## src/rtl/mcpu_ram_controller.sv

```systemverilog
// Unified MCPU memory: one read/write data port plus one read-only fetch port.
// Define MCPU_RAM_FWD_EN for write-to-read forwarding; default is read-first.
module mcpu_ram_controller #(
  parameter int WORD_SIZE  = 8,
  parameter int ADDR_WIDTH = 8,
  parameter int RAM_SIZE   = 1 << ADDR_WIDTH
) (
  input  logic                  clk,
  input  logic                  rst,
  input  logic                  we,
  input  logic [WORD_SIZE-1:0]  datawr,
  input  logic                  re,
  input  logic [ADDR_WIDTH-1:0] addr,
  output logic [WORD_SIZE-1:0]  datard,
  input  logic [ADDR_WIDTH-1:0] instraddr,
  output logic [WORD_SIZE-1:0]  instrrd
);

  localparam int IW =
    (RAM_SIZE > 1) ? $clog2(RAM_SIZE) : 1;
  localparam logic [ADDR_WIDTH:0] LP_SIZE =
    (ADDR_WIDTH+1)'(RAM_SIZE);

  logic [WORD_SIZE-1:0] mem [RAM_SIZE-1:0];

  logic [WORD_SIZE-1:0] r_datard;
  logic [WORD_SIZE-1:0] r_instrrd;

  logic                 w_d_in;
  logic                 w_i_in;
  logic                 w_wr;
  logic                 w_same;
  logic [IW-1:0]        w_d_idx;
  logic [IW-1:0]        w_i_idx;
  logic [WORD_SIZE-1:0] w_d_nxt;
  logic [WORD_SIZE-1:0] w_i_nxt;

  assign w_d_in  = ({1'b0, addr} < LP_SIZE);
  assign w_i_in  = ({1'b0, instraddr} < LP_SIZE);
  assign w_wr    = we & w_d_in;
  assign w_same  = (addr == instraddr);
  assign w_d_idx = addr[IW-1:0];
  assign w_i_idx = instraddr[IW-1:0];

  // Read data for the next edge; a disabled data read returns 0.
  always_comb begin
    w_d_nxt = '0;
    w_i_nxt = '0;
    if (re && w_d_in)
      w_d_nxt = mem[w_d_idx];
    if (w_i_in)
      w_i_nxt = mem[w_i_idx];
`ifdef MCPU_RAM_FWD_EN
    if (re && w_wr)
      w_d_nxt = datawr;
    if (w_wr && w_same)
      w_i_nxt = datawr;
`endif
  end

  always_ff @(posedge clk) begin
    if (rst) begin
      for (int k = 0; k < RAM_SIZE; k++)
        mem[k] <= '0;
      r_datard  <= '0;
      r_instrrd <= '0;
    end else begin
      if (w_wr)
        mem[w_d_idx] <= datawr;
      r_datard  <= w_d_nxt;
      r_instrrd <= w_i_nxt;
    end
  end

  assign datard  = r_datard;
  assign instrrd = r_instrrd;

endmodule

```

## config.mk

```make
export PLATFORM = sky130hd
export DESIGN_NAME = mcpu_ram_controller
export DESIGN_NICKNAME = d
export VERILOG_FILES = /design/src/rtl/mcpu_ram_controller.sv
export SDC_FILE = /design/constraint.sdc
export NUM_CORES = 2
export LEC_CHECK = 0
export CAP_MARGIN = 15
export CORE_MARGIN = 2
export CORE_UTILIZATION = 58
export DETAILED_ROUTE_END_ITERATION = 12
export PLACE_DENSITY = 0.86
export SLEW_MARGIN = 10
export SYNTH_ARGS = -nofsm -noshare
export SYNTH_HDL_FRONTEND = slang
export SYNTH_SLANG_ARGS = --single-unit
export TNS_END_PERCENT = 30
```

## constraint.sdc

```tcl
create_clock -name clk -period 3.16 [get_ports clk]
set_input_delay 0.948 -clock clk [delete_from_list [all_inputs] [get_ports clk]]
set_output_delay 0.948 -clock clk [all_outputs]
set_load 0.02 [all_outputs]
```

# Yosys cells after proc, flatten, opt, wreduce, memory -nomap -nowiden
# Memory sizes are Yosys's and may differ from the RTL's. A register that Yosys moved wholly into a read port is not among the register bits.
# Index checks and enable logic that the tools add are counted.
[totals]
regBits = 0
output_inout_bits = 16
inputBits = 28
memories = 1
word_cells = 12
mem_bits_rw = 2048
[mem_list]
columns = ["memory", "words", "word_bits", "read_ports", "rd_clocked_by_memory_dff", "wr", "line", "text"]
rows = [
  ["mem", 256, 8, 2, 2, 256, "24", "logic [WORD_SIZE-1:0] mem [RAM_SIZE-1:0];"],
]
[op_classes]
n_reduce_logical = 2
bitwise = 1
mux = 8
[ops]
columns = ["operator", "count"]
rows = [
  ["8-bit 2-to-1 mux", 2],
  ["8-bit OR reduction", 1],
  ["1-bit 2-to-1 mux", 6],
  ["2-bit OR reduction", 1],
  ["1-bit inverter", 1],
]

# Logic depth before layout (Yosys ltp)
[depth]
depth_word = 5
ltp_mapped = 13
ltp_nobuf = 7

# Worst setup path before layout
# Ideal clock, no wire load.
[synth_path]
path_kind = "input to register"
from = "input addr[0]"
to = "memory mem[68][0], enable pin"
path_slack_ns = -0.173
path_buffers = 7
stages = 10
arrival_time_ns = 3.007
setup_time_ns = 0.326
path_cell_list = "buf_6 -> buf_12 -> buf_6 -> buf_4 -> buf_6 -> or2_2 -> nor3_2 -> buf_2 -> buf_2 -> a21o_1"
[synth_rtl]
columns = ["item", "line", "text"]
rows = [
  ["start: declaration", "13", "input logic [ADDR_WIDTH-1:0] addr,"],
  ["end: declaration", "24", ""],
]

==> impl_metrics.tcl <==
set metrics [dict create \
    switch_share_pct 26.56 \
    std_cell_rows 161 \
    postSynth.asyncResetShare_pct 0 \
    vias_in_the_first_global_route 81230 \
    failed_checks "setup timing" \
    synth.yosys.seq_area_share_pct 55.00 \
    worst_ep_required_time_ns 3.97 \
    outcome "finished with violations" \
    number_of_setup_buffers_added_after_cts 0 \
    yosys.cell_count.top_type "sky130_fd_sc_hd__edfxtp_1" \
    fillCellCount 12220 \
    finalHoldViolCount 0 \
    grt_overflow 0 \
    synth.top_cell.area_share_pct 54.71 \
    dpl.hpwl_um 313600 \
    final_period_minus_worst_setup_slack_ns 3.253 \
    syn-instance-count 7628 \
    grt_pass1_wl_um 611900 \
    slowest_delay_ns 0.62 \
    detail-route-antenna-nets 0 \
    nature_of_the_critical_path_startpoint "input port" \
    initial_core_util_pct 58.37 \
    clock_tree.root_cell "sky130_fd_sc_hd__clkbuf_16" \
    power.share.combinational_pct 14.5 \
    power_density_mw_per_mm2 518.9 \
    finish.net_count 8468 \
    dp.cells 10750 \
    syn_area_per_cell_um2 14.74 \
    tightest_slew_ns 1.137 \
    post_synth_main_area_contributors "sky130_fd_sc_hd__edfxtp_1 55%, sky130_fd_sc_hd__mux4_2 20%, sky130_fd_sc_hd__and2_1 7.6%" \
    grt_max_degree 132 \
    p_sw_mw 18.27 \
    die_w_um 444.2 \
    postSynthRegisterBits 2064 \
    synth_top_family_by_area "multiplexers" \
    timing.final.crit_share_pct 103.0 \
    holdCritPathClass "input port to flop" \
    synth_top_area_cell "sky130_fd_sc_hd__edfxtp_1" \
    postSynth.topFlopCell "sky130_fd_sc_hd__edfxtp_1" \
    post_synthesis_compound_gate_area_fraction_pct 4.219 \
    pwr-share-seq_pct 47.2 \
    detail_route.iter0.violations 15970 \
    grt_antenna_before_repair 44 \
    cp.arrival_ns 4.06 \
    clockBufferDepth 3 \
    clock_power_share_pct 38.3 \
    critical_path.cell_chain "buf_12 -> buf_12 -> buf_4 -> buf_4 -> mux4_2 -> a22oi_2 -> buf_4 -> o32ai_1 -> a21oi_1 -> buf_4 -> nand2_1 -> a2111oi_2 -> nor2_1" \
    worstSetupEndpointType "flop" \
    area_of_the_die_mm2 0.1973 \
    fin_cells 11160 \
    cts_tree "done" \
    fin_tns_setup_ns -0.3016 \
    gpl.final_weighted_congestion 1.102 \
    synthXorXnorAreaFrac_pct 0 \
    postSynthNetCount 7656 \
    synth.cells.most_frequent "2,048 x sky130_fd_sc_hd__edfxtp_1, 1,360 x sky130_fd_sc_hd__and2_1, 979 x sky130_fd_sc_hd__mux4_2, 703 x sky130_fd_sc_hd__and3_1, 559 x sky130_fd_sc_hd__clkbuf_1" \
    pin_count 44 \
    final_max_slew_viols 0 \
    path_max_fanout 17 \
    max-cap-violations 0 \
    final_area_mm2 0.1326 \
    tritoncts.num_buffers 212 \
    report.final.setup_viol 6 \
    final.setup.worst_slack_ns -0.09326 \
    number_of_synthesized_flops_with_an_enable_pin 2048 \
    num_clock_sinks 2064 \
    yosysWarnings 0 \
    totalWireLength_um 437800 \
    drtPass1Iterations 7 \
    synthAdderAreaFrac_pct 0 \
    avgRoutedWirePerCell_um 39.23 \
    rsz0062_at_grt "yes" \
    avgViaCountPerCell 7.508 \
    number_of_distinct_library_cell_variants_in_the_gate_level_netlist_after_synthesis 74 \
    timing.max_slew.rel_slack_pct 24.21 \
    multiInputGateArea_mm2 0.04697 \
    drc 0 \
    clock_latency_ns 0.92 \
    timing.critical_path.max_delay_family "buffers and inverters" \
    synthToLayoutAreaGrowth_pct 17.96 \
    worst_path_most_repeated_cell "sky130_fd_sc_hd__buf_4" \
    fp.coreArea_mm2 0.1926 \
    sequential_cell_area_mm2 0.06182 \
    worst_voltage_drop_across_the_vdd_grid_mv 0.5683 \
    post_synth_and_or_nand_nor_area_fraction_pct 14.42 \
    worst_setup_hold_path_clk_slew_ns 0.07 \
    vias 83780 \
    drive_above_1_share_pct 33.81 \
    share_of_cell_area_taken_by_muxes_after_synthesis_pct 22.97 \
    grt.total_usage_pct 44.21 \
    timing_worst_setup_path_type "input port to flop" \
    fin_worst_skew_ns 0.06620 \
    die_height_um 444.2 \
    p_leak_nw 50.46 \
    achievable_frequency_mhz 307.4 \
    numPortBuffers 43 \
    cts.htree.levels 4 \
    synth_area_mm2 0.1124 \
    placedInstanceArea_mm2 0.1253 \
    critical_path_buf_inv_count 6 \
    slowest_stage "sky130_fd_sc_hd__mux4_2" \
    internal_power_mw 50.53 \
]
worst reg2reg max path, cell delays in order (launching register included):
cell,delay [ns]
sky130_fd_sc_hd__edfxtp_1,0.51
sky130_fd_sc_hd__mux4_2,0.50
sky130_fd_sc_hd__a22oi_1,0.44
sky130_fd_sc_hd__buf_4,0.22
sky130_fd_sc_hd__o22ai_1,0.08
sky130_fd_sc_hd__nor4_2,0.42
sky130_fd_sc_hd__buf_4,0.17
sky130_fd_sc_hd__o21ai_1,0.24
sky130_fd_sc_hd__a32o_1,0.31
layer usage:
metal | track usage (%) | wire (µm) | vias to the layer above
met3 | 18.38 | 76510 | 2077
met5 | 1.123 | 632 | -
met1 | 54.45 | 134300 | 41300
met2 | 62.97 | 184300 | 8688
met4 | 31.80 | 42100 | 54
li1 | - | - | 31660
stage by stage:
step | power [mW] | setup WS, ns | hold slack [ns] | util [%]
floorplan | 37.34 | -0.1631 | 0.8034 | -
global placement | 42.00 | -1.088 | 1.009 | 65.09
detailed placement | 42.27 | -1.114 | 1.000 | 65.09
CTS | 67.99 | -0.02107 | 0.4310 | 68.81
global route | 69.56 | -0.05630 | 0.4925 | 68.83
finish | 68.80 | -0.09326 | 0.4615 | 68.85
placed cells by master, fill, tap and decap left out, types with 136 or more instances in the layout:
cell type / count
sky130_fd_sc_hd__edfxtp_1: 2048
sky130_fd_sc_hd__and2_1: 1357
sky130_fd_sc_hd__buf_4: 1160
sky130_fd_sc_hd__mux4_2: 979
sky130_fd_sc_hd__and3_1: 701
sky130_fd_sc_hd__mux2i_1: 370
sky130_fd_sc_hd__nor2_1: 246
sky130_fd_sc_hd__buf_12: 215
sky130_fd_sc_hd__clkbuf_16: 214
sky130_fd_sc_hd__or2_2: 173
sky130_fd_sc_hd__o221ai_1: 136
sequential cells by signal, indices dropped and copies added, names as in the netlist:
register	flops
mem	2048
datard	8
instrrd	8
what timing repair did:
item                       4_1_cts  5_1_grt
setup endpoints to repair        5        6
gates resized for setup          5        7
hold buffers                     0        0
path summary, 6_finish.rpt:
| kind | end | cells after the start | slack, ns | from |
|---|---|---|---|---|
| max | datard[0] | 13 | -0.09 | addr[0] |
| min | datard[3] | 4 | 0.46 | rst |
| max reg2reg | datard[1] | 8 | 0.18 | mem[53][1] |
| min reg2reg | datard[6] | 4 | 1.03 | mem[231][6] |
kinds of logic after synthesis:
logic type / Yosys count
AOI/OAI and AO/OA: 647
and+or+nand+nor: 2738
muxes: 1355
DFF: 2064
buffers and inverters: 824
power by group through the flow:
stage	combinational, mW	clock (mW)	sequential, mW
after CTS	9.41	26.2	32.4
final	9.98	26.4	32.5
after global placement	9.21	0	32.8
after global routing	9.88	27.1	32.5
after floorplan	4.92	0	32.4
after detailed placement	9.33	0	32.9
cell type report:
class | instances | area share, %
flip-flops and latches | 2064 | 46.62
multi-input cells | 4740 | 35.42
repair buffers | 1414 | 10.11
clock buffers | 239 | 4.109
well taps | 2526 | 2.384
clock inverters | 151 | 1.282
inverters | 8 | 0.03303
diodes | 17 | 0.03208
Note: power is estimated with default switching activity, not from simulation.
